--- config.mk ---
export PLATFORM = sky130hd
export DESIGN_NAME = rf_wb_arbiter
export DESIGN_NICKNAME = d
export VERILOG_FILES = /design/src/rtl/rf_wb_arbiter.sv
export SDC_FILE = /design/constraint.sdc
export NUM_CORES = 1
export LEC_CHECK = 0
export ABC_AREA = 1
export CORE_MARGIN = 1.5
export CORE_UTILIZATION = 33
export DETAILED_ROUTE_END_ITERATION = 10
export REMOVE_ABC_BUFFERS = 1
export SYNTH_ARGS = -nofsm -noshare
export SYNTH_HDL_FRONTEND = slang
export SYNTH_SLANG_ARGS = --single-unit
export TNS_END_PERCENT = 50
--- constraint.sdc ---
create_clock -name clk -period 3 [get_ports clk]
set_input_delay 0.45 -clock clk [delete_from_list [all_inputs] [get_ports clk]]
set_output_delay 0.45 -clock clk [all_outputs]
set_load 0.03 [all_outputs]
--- src/rtl/rf_wb_arbiter.sv ---
// Writeback arbiter for the single register-file write port: link > round-robin(A,B),
// one registered write per cycle, plus a pending-write scoreboard for decode stalls.
module rf_wb_arbiter #(
    parameter int LINK_REG = 31,
    parameter int NREGS    = 32
) (
    input  logic        clk,
    input  logic        rst_n,
    input  logic        a_valid,
    output logic        a_ready,
    input  logic [4:0]  a_reg,
    input  logic [31:0] a_data,
    input  logic        b_valid,
    output logic        b_ready,
    input  logic [4:0]  b_reg,
    input  logic [31:0] b_data,
    input  logic        link_valid,
    output logic        link_ready,
    input  logic [31:0] link_pc,
    input  logic        sb_set,
    input  logic [4:0]  sb_reg,
    input  logic [4:0]  rs,
    input  logic [4:0]  rt,
    output logic        rs_busy,
    output logic        rt_busy,
    output logic        rf_we,
    output logic [4:0]  rf_waddr,
    output logic [31:0] rf_wdata
);

    localparam logic [4:0] LINK_ADDR = 5'(LINK_REG);

    // ptr_q == 0: A wins the next A/B conflict; 1: B wins it
    logic             ptr_q, ptr_d;
    logic             rf_we_q, rf_we_d;
    logic [4:0]       rf_waddr_q, rf_waddr_d;
    logic [31:0]      rf_wdata_q, rf_wdata_d;
    logic [NREGS-1:0] pending_q, pending_d;

    logic             grant;
    logic [4:0]       win_reg;
    logic [31:0]      win_data;

    always_comb begin
        link_ready = rst_n && link_valid;
        a_ready    = rst_n && a_valid && !link_valid && (!b_valid || !ptr_q);
        b_ready    = rst_n && b_valid && !link_valid && (!a_valid || ptr_q);
        grant      = link_ready || a_ready || b_ready;

        win_reg  = '0;
        win_data = '0;
        if (link_ready) begin
            win_reg  = LINK_ADDR;
            win_data = link_pc;
        end else if (a_ready) begin
            win_reg  = a_reg;
            win_data = a_data;
        end else if (b_ready) begin
            win_reg  = b_reg;
            win_data = b_data;
        end

        ptr_d = ptr_q;
        if (a_ready)
            ptr_d = 1'b1;
        else if (b_ready)
            ptr_d = 1'b0;

        // Writes to r0 complete the handshake but never reach the register file
        rf_we_d    = grant && (win_reg != 5'd0);
        rf_waddr_d = grant ? win_reg  : rf_waddr_q;
        rf_wdata_d = grant ? win_data : rf_wdata_q;

        // Set is applied after clear so a newer producer keeps the bit pending
        pending_d = pending_q;
        if (rf_we_d)
            pending_d[win_reg] = 1'b0;
        if (sb_set && (sb_reg != 5'd0))
            pending_d[sb_reg] = 1'b1;
    end

    always_ff @(posedge clk or negedge rst_n) begin
        if (!rst_n) begin
            ptr_q      <= 1'b0;
            rf_we_q    <= 1'b0;
            rf_waddr_q <= '0;
            rf_wdata_q <= '0;
            pending_q  <= '0;
        end else begin
            ptr_q      <= ptr_d;
            rf_we_q    <= rf_we_d;
            rf_waddr_q <= rf_waddr_d;
            rf_wdata_q <= rf_wdata_d;
            pending_q  <= pending_d;
        end
    end

    assign rf_we    = rf_we_q;
    assign rf_waddr = rf_waddr_q;
    assign rf_wdata = rf_wdata_q;
    assign rs_busy  = pending_q[rs] && (rs != 5'd0);
    assign rt_busy  = pending_q[rt] && (rt != 5'd0);

endmodule

==> summary.md, run 1 <==
| Metric | Value |
|---|---|
| Run status | `finished clean` |
| Residual DRC count | `0` |
| Most frequent cells in the layout | `nand2_1 (290), clkdlybuf4s50_1 (163), dfrtp_1 (71)` |
| Top post-synthesis cells by area | `dfrtp_1 (42%), nand2_1 (26%), nand4_1 (4.7%)` |
| Seq/Total Area, Yosys | `41.7%` |
| Yosys top cell by area | `dfrtp_1` |
| Total grt overflow | `0` |
| Fin. max-slew vios | `0` |
| Max Clock Freq | `390 MHz` |
| RSZ-0062 raised after global routing | `false` |
| Power density cells | `537 nW/µm²` |
| Peak supply drop | `230 µV` |
| Initial antenna violation count | `0` |
| Total I/O pin count | `between 150 and 200` |
| Total power | `approximately 3.5 mW` |
| Final Util | `roughly half` |
| Worst-Skew Late Latency | `roughly 340 ps` |
| Tcrit/Tclk final | `85.5%` |
| Crit Path Class | `in -> out` |
| Yosys cell types | `25` |
| # setup viols final | `0` |
| Pre-antenna DRT Iters | `5` |
| Crit path max fanout | `15` |
| Yosys warnings | `0` |
| Worst Setup End Kind | `output pin` |
| Sink Count | `71` |
| Max-cap violations | `0` |
| Hold Path Class | `in -> async` |
| Hold Buf Count CTS | `0` |
| Die Span Y | `between 100 and 150 µm` |
| Synth top area share | `approximately two fifths` |
| Post-detail-place hpwl | `11.3 mm` |
| Horiz. Die Dim | `between 100 and 150 µm` |
| Met2 WL | `7.17 mm` |
| Iteration-0 DRC Markers | `230` |
| Most common cell after layout, fill and taps aside | `nand2_1` |
| Max clock buf depth | `2` |
| Htree depth | `3` |
| Final Worst Setup Slack | `about 430 ps` |
| First-pass GRT wire length | `approximately 23 mm` |
| GPL Wtd Cong | `~0.88` |
| Worst R2R Setup Slack | `1320 ps` |
| Most used cell, CP | `nand2_1` |
| Clk root buf | `clkbuf_16` |
| # diodes | `0` |
| Syn_area_per_cell | `7.06 µm²` |
| Vias in the first global route | `approximately 4600` |
| CP Cell Sequence | `clkdlybuf4s50_1 > o21ai_0 > o21ai_0 > nand2_1 > nand2_1 > nand2_1 > nand2_1 > nand2_1 > nand2_1 > buf_12` |
| Place WS | `approximately 470 ps` |
| Slew HR | `a little over half` |
| Seq cells post-synth | `71` |
| Worst EP required | `roughly 2600 ps` |
| CP arrival | `between 2000 and 2500 ps` |
| Fin. Hold Viols | `0` |
| Cells after Synth | `approximately 600` |
| Final Critical Period | `around 2600 ps` |
| DIE AREA | `roughly 14000 µm²` |
| Area Overhead vs Synth | `51.2%` |
| Nets | `between 800 and 900` |
| Crit-path max cell delay | `just over 800 ps` |
| Clk pin slew, worst setup/hold paths | `~50 ps` |
| Post-layout instance area | `~6400 µm²` |
| Largest net degree at the start of global routing | `44` |
| Via count | `4654` |
| Routed length per placed instance | `15.1 µm` |
| Post-DP Area | `about 6000 µm²` |
| Slew of the pin with the lowest slew margin | `roughly 670 ps` |
| WL met3 | `1.10 mm` |
| Starting density of the core | `~34%` |
| Setup tns final | `0 ps` |
| Highest metal used | `met4` |
| Worst setup SP type | `input pin` |
| DRT met1 WL | `~5.7 mm` |
| Post-DR vias/cell | `approximately 4.9` |
| Slowest CP cell | `clkdlybuf4s50_1` |
| Global Route Usage Sum | `21.6%` |
| I/O Buffers | `about 170` |
| Cts bufs inserted | `9` |
| WL final | `around 14 mm` |
| Static Leak | `around 3 nW` |
| CTS tree | `done` |
| Cts repair resizes | `0` |
| Core Area | `12600 µm²` |
| Final Skew | `approximately 4.7 ps` |
| # rows | `a little over 40` |
| Antenna-violating nets left | `0` |
| # Post-CTS Setup Buffers | `0` |
| Post-Syn Area | `between 4000 and 5000 µm²` |
| Share of layout cells above drive strength 1 | `approximately 9%` |
[critical path, delay by kind of cell]
family / cells / cell delay (ps)
buffers and inverters: 2 / 950
AND/OR/NAND/NOR: 6 / 370
AO/OA/AOI/OAI: 2 / 340
[final timing paths]
| check | start | endpoint | cells past startpoint |
|---|---|---|---|
| setup / recovery | rs[1] | rs_busy | 10 |
| hold / removal | rst_n | rf_wdata[8] | 1 |
| setup reg to reg | ptr_q | rf_wdata[0] | 7 |
| hold reg to reg | pending_q[0] | pending_q[0] | 0 |
| max in group asynchronous | rst_n | pending_q[26] | 2 |
| min in group clk | pending_q[0] | pending_q[0] | 0 |
[synth_stat cells (all sizes together)]
master and count:
nand2 295, dfrtp 71, nand3 53, inv 41, nand4 32, nor2 28, o21ai 24, buf 16
o211ai 14, nor3 12, a21oi 9, clkbuf 6, a31oi 1, nand3b 1
[through the flow]
step           cells  hold WS, ps
6_report         949         56.1
5_1_grt          949         93.2
4_1_cts          949         69.4
3_5_place_dp     933          416
3_3_place_gp     933          418
2_1_floorplan    581          154
[kinds of logic after synthesis]
kind of cell,synth area share [%]
DFF,41.7
and+or+nand+nor,45.5
AOI/OAI and AO/OA,6.49
buffers and inverters,6.26
[sequential cells by signal, indices dropped and copies added, names as in the netlist]
| name | flops |
|---|---|
| pending_q | 32 |
| rf_waddr | 5 |
| ptr_q | 1 |
| rf_wdata | 32 |
| rf_we | 1 |
[where the power goes]
part | internal [mW] | switching (mW) | total (mW)
combinational | 0.476 | 0.629 | 1.11
sequential | 1.15 | 0.132 | 1.28
clock | 0.661 | 0.406 | 1.07
total | 2.29 | 1.17 | 3.46
[per-layer routing]
| metal | track usage (%) | up-vias |
|---|---|---|
| li1 | - | 2304 |
| met1 | 24.1 | 2154 |
| met2 | 38.9 | 168 |
| met3 | 6.43 | 28 |
| met4 | 8.03 | 0 |
| met5 | 0 | - |
[final cells by class]
class	instances	area (µm²)
clock inverters	6	60.1
inverters	41	159
clock buffers	10	239
flip-flops and latches	71	1780
multi-input cells	469	2210
fillers	1250	6180
repair buffers	180	1770
well taps	172	215
(Power assumes the default switching activity.)
==> run 2, diff against run 1 <==
--- a/config.mk
+++ b/config.mk
@@ -6,10 +6,13 @@
 export NUM_CORES = 1
 export LEC_CHECK = 0
 export ABC_AREA = 1
+export CORE_ASPECT_RATIO = 0.9
 export CORE_MARGIN = 1.5
 export CORE_UTILIZATION = 33
 export DETAILED_ROUTE_END_ITERATION = 10
+export DONT_BUFFER_PORTS = 1
 export REMOVE_ABC_BUFFERS = 1
+export SETUP_SLACK_MARGIN = 0.05
 export SYNTH_ARGS = -nofsm -noshare
 export SYNTH_HDL_FRONTEND = slang
 export SYNTH_SLANG_ARGS = --single-unit
==> run 2 against run 1 <==
The flow now finishes with violations (hold timing). First-iteration DRC count is 4.8% higher. Cell count is 19% lower. Wire length is 15% lower. Setup slack better by 560 ps. Combinational power is 53% lower. Clock power hardly changed. Sequential share of layout area is 10 points higher. Total power is 11% lower. Core utilization is 14 points lower. Sequential cell count stayed put. Final area is 27% lower. Via count is 14% lower. Critical endpoint is now a_ready. Largest power group unchanged. Highest routed layer unchanged.
==> summary.md, run 2 (synthesis results as in run 1) <==
| Metric | Value |
|---|---|
| Global Route Usage Sum | `18.7% (-2.9 points)` |
| Iteration-0 DRC Markers | `241 (+4.8%)` |
| Max Clock Freq | `498 MHz (+28%)` |
| Initial antenna violation count | `1 (+1)` |
| Sw Ratio | `35.6% (+1.8 points)` |
| Area Overhead vs Synth | `10.2%` |
| Reg power frac | `48.8% (+12 points)` |
| Crit-path max cell delay | `490 ps (-340 ps)` |
| Worst-Skew Late Latency | `330 ps (about the same)` |
| Pre-antenna DRT Iters | `4 (-1)` |
| Multi-input gate area | `2210 µm² (unchanged)` |
| Crit Path Class | `reg -> out` |
| Power Internal | `1.97 mW (-14%)` |
| Worst hold slack | `-6.06 ps (-62.1 ps)` |
| First-pass GRT wire length | `19.8 mm (-12%)` |
| Clk pin slew, worst setup/hold paths | `60 ps (about the same)` |
| Peak supply drop | `229 µV (-0.25%)` |
| Comb power frac | `17.1% (-15 points)` |
| Fin. max-slew vios | `0 (unchanged)` |
| # setup viols final | `0 (unchanged)` |
| Horiz. Die Dim | `123 µm (+5.3%)` |
| Antenna-violating nets left | `0 (unchanged)` |
| Crit path max fanout | `15 (unchanged)` |
| Total grt overflow | `0 (unchanged)` |
| Clock Power Share | `34.0% (+3.1 points)` |
| Reg area | `1780 µm² (unchanged)` |
| Slew of the pin with the lowest slew margin | `1140 ps (+465 ps)` |
| Setup tns final | `0 ps (unchanged)` |
| Max clock buf depth | `2 (unchanged)` |
| Worst setup SP type | `flop` |
| # Post-CTS Setup Buffers | `0 (unchanged)` |
| Hold Path Class | `in -> async` |
| DIE AREA | `13600 µm² (about the same)` |
| # rows | `39 (-4.9%)` |
| Core Area | `12600 µm² (+0.15%)` |
| Most used cell, CP | `nand2_1` |
| CP arrival | `1560 ps (-560 ps)` |
| Post-detail-place hpwl | `9.36 mm (-17%)` |
| Htree depth | `3 (unchanged)` |
| Share of layout cells above drive strength 1 | `9.00% (+0.12 points)` |
| Sink Count | `71 (unchanged)` |
| I/O Buffers | `0 (-100%)` |
| CP Cell Sequence | `nand2_1 > nand2_1 > inv_1` |
| WL final | `12.2 mm (-15%)` |
| Top Family by Delay on Critical Path | `buffers and inverters` |
| Slew HR | `23.5% (-31 points)` |
| Total I/O pin count | `170 (unchanged)` |
| Post-DR vias/cell | `5.25 (+7.1%)` |
| Worst path bufs/invs | `1 (-1)` |
| Fill cells | `1309 (+4.7%)` |
| Tcrit/Tclk final | `66.9% (-19 points)` |
| Most common cell after layout, fill and taps aside | `nand2_1` |
| Starting density of the core | `33.7% (-0.050 points)` |
| Fin. Hold Viols | `5 (+5)` |
| Final Worst Setup Slack | `994 ps (+560 ps)` |
| Via count | `4019 (-14%)` |
| GPL Wtd Cong | `0.899 (+2.0%)` |
| Power density cells | `653 nW/µm² (+22%)` |
| Largest net degree at the start of global routing | `72 (+64%)` |
| Worst Setup End Kind | `output pin` |
| Worst EP required | `2550 ps (about the same)` |
| Routed length per placed instance | `15.9 µm (+5.6%)` |
| Cts bufs inserted | `9 (unchanged)` |
| Residual DRC count | `0 (unchanged)` |
| Failing checks | `hold timing` |
| Sw Pwr | `1.09 mW (-6.7%)` |
| Clk root buf | `clkbuf_16` |
| Final Skew | `2.89 ps (-1.84 ps)` |
| Place WS | `1130 ps (+661 ps)` |
| Die Span Y | `111 µm (-5.0%)` |
| Final Critical Period | `2010 ps (-560 ps)` |
| Run status | `complete, but fails checks` |
| Most frequent cells in the layout | `nand2_1 (290), dfrtp_1 (71), nand3_1 (39)` |
| Vias in the first global route | `3939 (-14%)` |
| CTS tree | `done` |
| Max-cap violations | `0 (unchanged)` |
| Nets | `722 (-20%)` |
| Static Leak | `2.23 nW (-24%)` |
| Cts repair resizes | `0 (unchanged)` |
| Slowest CP cell | `inv_1` |
| RSZ-0062 raised after global routing | `false` |
-- run 2: power groups by stage --
stage | Sequential [mW] | Clock [mW] | Combinational (mW)
finish | 1.50 | 1.04 | 0.525
global route | 1.52 | 1.12 | 0.615
floorplan | 1.43 | 0 | 0.411
global placement | 1.51 | 0 | 0.485
detailed placement | 1.51 | 0 | 0.506
CTS | 1.50 | 1.07 | 0.530
-- run 2: per-layer routing --
layer | routed length [µm] | track usage [%] | share of wire (%)
met1 | 5070 | 23.9 | 42
met2 | 5810 | 30.0 | 48
met3 | 947 | 4.06 | 7.8
met4 | 346 | 8.60 | 2.8
met5 | 0 | 0 | 0
-- run 2: worst paths after layout --
kind	depth (start not counted)	end	slack [ps]	start
hold / removal	1	pending_q[0]	-6	rst_n
setup reg to reg	6	rf_wdata[6]	1190	ptr_q
max in group asynchronous	1	rf_wdata[6]	2700	rst_n
setup / recovery	3	a_ready	990	ptr_q
hold reg to reg	0	pending_q[0]	420	pending_q[0]
min in group clk	2	rf_wdata[21]	260	a_data[21]
-- run 2: through the flow --
step | std cells | utilization, % | area [µm²] | power [mW] | hold WS, ps
after global routing | 765 | 37.1 | 4690 | 3.25 | 22.0
after detailed placement | 747 | 34.6 | 4370 | 2.02 | 157
after global placement | 747 | 34.6 | 4370 | 2.00 | 157
after floorplan | 581 | - | 4150 | 1.84 | 154
after CTS | 764 | 37.1 | 4690 | 3.09 | 14.5
final | 765 | 37.1 | 4690 | 3.06 | -6.06
-- run 2: timing repair --
item	in CTS	in global routing
setup endpoints to repair	0	0
hold buffers	1	0
hold endpoints to repair	71	0
-- run 2: cell type report --
class                      count  share of cell area [%]
multi-input combinational    469                    47.2
sequential                    71                    37.9
clock buffer                  10                    4.88
tap                          164                    4.37
inverter                      41                    3.39
clock inverter                 6                    1.31
timing repair buffer           3                   0.907
antenna                        1                  0.0533
==> run 3, diff against run 2 <==
==> constraint.sdc (replaced) <==
create_clock -name clk -period 2 [get_ports clk]
set_input_delay 0.3 -clock clk [delete_from_list [all_inputs] [get_ports clk]]
set_output_delay 0.3 -clock clk [all_outputs]
set_load 0.03 [all_outputs]
==> run 3 against run 2 <==
The flow still finishes with violations (hold timing). Register-to-register slack got worse by 830 ps. Global-route usage rose by 0.55 points. Count of clock-buffer cells in the layout rose by 1. Sequential cell count did not move. Largest power group unchanged. Highest routed layer unchanged. First-iteration DRC count rose by 14%. Clock power rose by 47%. Largest cell class unchanged.
==> summary.md, run 3 (synthesis results as in run 1) <==
| Metric | Value |
|---|---|
| Run status | `complete, but fails checks` |
| Failing checks | `hold timing` |
| Post-DR vias/cell | `5.21 (-0.82%)` |
| DIE AREA | `13600 µm² (unchanged)` |
| Core Area | `12600 µm² (unchanged)` |
| Area Overhead vs Synth | `10.7%` |
| # setup viols final | `0 (unchanged)` |
| Worst R2R Setup Slack | `360 ps (-830 ps)` |
| CP arrival | `1500 ps (-60 ps)` |
| Share of layout cells above drive strength 1 | `9.60% (+0.60 points)` |
| Reg-to-reg endpoint | `pending_q[30]` |
| Sink Count | `71 (unchanged)` |
| CTS tree | `done` |
| Clk pin slew, worst setup/hold paths | `60 ps (about the same)` |
| Via count | `4007 (-0.30%)` |
| Routed length per placed instance | `16.2 µm (+1.7%)` |
| Max-cap violations | `0 (unchanged)` |
| Global Route Usage Sum | `19.2% (+0.55 points)` |
| Worst hold slack | `-336 ps (-330 ps)` |
| Fin. max-slew vios | `0 (unchanged)` |
| I/O Buffers | `0 (unchanged)` |
| Starting density of the core | `33.7% (unchanged)` |
| Slew of the pin with the lowest slew margin | `591 ps (-547 ps)` |
| Max clock buf depth | `2 (unchanged)` |
| Tcrit/Tclk final | `90.2%` |
| Worst setup SP type | `flop` |
| Largest net degree at the start of global routing | `75 (+4.2%)` |
| Crit Path Class | `reg -> out` |
| Hold Path Class | `in -> async` |
| Slew HR | `60.3% (+37 points)` |
| Power density cells | `962 nW/µm² (+47%)` |
| Post-layout instance area | `4710 µm² (+0.48%)` |
| Final Skew | `6.46 ps (+3.57 ps)` |
| First-pass GRT wire length | `20.3 mm (+2.2%)` |
| Static Leak | `2.24 nW (+0.73%)` |
| Post-DP Area | `4430 µm² (+1.3%)` |
| Vias in the first global route | `3948 (+0.23%)` |
| # Post-CTS Setup Buffers | `0 (unchanged)` |
| Nets | `727 (+0.69%)` |
| Horiz. Die Dim | `123 µm (unchanged)` |
| Most common cell after layout, fill and taps aside | `nand2_1` |
| Peak supply drop | `346 µV (+51%)` |
| Crit path max fanout | `2 (-13)` |
| RR Startpoint | `ptr_q` |
| Die Span Y | `111 µm (unchanged)` |
| Worst R2R Path Depth | `8 (+2)` |
| Worst-Skew Late Latency | `330 ps (about the same)` |
| Clk root buf | `clkbuf_16` |
| Cts bufs inserted | `9 (unchanged)` |
| Residual DRC count | `0 (unchanged)` |
| Final Critical Period | `approximately 1800 ps` |
| Htree depth | `3 (unchanged)` |
| Worst EP required | `1700 ps (-850 ps)` |
| Most frequent cells in the layout | `nand2_1 (289), dfrtp_1 (71), nand3_1 (39)` |
| Pre-antenna DRT Iters | `5 (+1)` |
| Fin. Hold Viols | `71 (+66)` |
| Max Clock Freq | `about 550 MHz` |
| Iteration-0 DRC Markers | `274 (+14%)` |
| GPL Wtd Cong | `0.911 (+1.3%)` |
| Worst Setup End Kind | `output pin` |
| Initial antenna violation count | `1 (unchanged)` |
| # rows | `39 (unchanged)` |
| RSZ-0062 raised after global routing | `true` |
| Antenna-violating nets left | `0 (unchanged)` |
| Total grt overflow | `0 (unchanged)` |
| Post-detail-place hpwl | `9.63 mm (+3.0%)` |
| WL final | `12.4 mm (+2.2%)` |
| Setup tns final | `0 ps (unchanged)` |
| Total I/O pin count | `170 (unchanged)` |
==> run 3: cell count changes in the layout (fill, tap and decap cells not counted), sizes merged <==
cell	previous run	this run
clkinv	4	2
buf	3	8
clkbuf	10	11
==> run 3: cell type report <==
cell class / instances / area, µm²
repair buffers: 8 / 72.6
diodes: 1 / 2.50
clock buffers: 11 / 233
fillers: 1313 / 7930
clock inverters: 4 / 47.5
inverters: 41 / 159
well taps: 164 / 205
flip-flops and latches: 71 / 1780
multi-input cells: 469 / 2220
==> run 3: worst max-delay path by stage <==
stage	from	to	slack, ps
finish	pending_q[4]	rt_busy	200
global route	pending_q[4]	rt_busy	30
CTS	pending_q[13]	rs_busy	180
detailed placement	ptr_q	pending_q[14]	390
global placement	ptr_q	pending_q[30]	460
floorplan	ptr_q	a_ready	430
==> run 3: repair_timing <==
item	CTS	global route
hold endpoints to repair	71	71
gates resized for setup	0	1
endpoints found under the setup margin	0	2
==> run 3: power by group <==
group,switching (mW),internal (mW),total [mW]
Clock,0.571,0.954,1.53
Combinational,0.489,0.282,0.771
Sequential,0.514,1.73,2.24
Total,1.57,2.96,4.54
==> run 3: layer usage <==
layer  up-vias  track usage [%]  part of all wire (%)
met5         -                0                     0
met4         0             9.38                   3.6
met1      1845             23.5                    40
met2       182             31.1                    48
li1       1954                -                     -
met3        26             5.25                   8.1
==> run 3: stage by stage <==
stage / power [mW] / setup WS (ps) / cells / utilization (%)
final: 4.54 / 196 / 769 / 37.3
after floorplan: 2.76 / 429 / 581 / -
after detailed placement: 3.04 / 391 / 753 / 35.0
after CTS: 4.58 / 185 / 768 / 37.3
after global routing: 4.83 / 26.7 / 769 / 37.3
after global placement: 3.00 / 456 / 753 / 35.0
==> run 3: critical path: stages (launching register included) <==
cell and delay, ps:
dfrtp_1 380, inv_1 80, nand2_1 70, nand3_1 60, nand2_1 80, nand2_1 50
nand2_1 60, inv_1 40, nand2_1 50, nand3_1 60, nand2_1 230
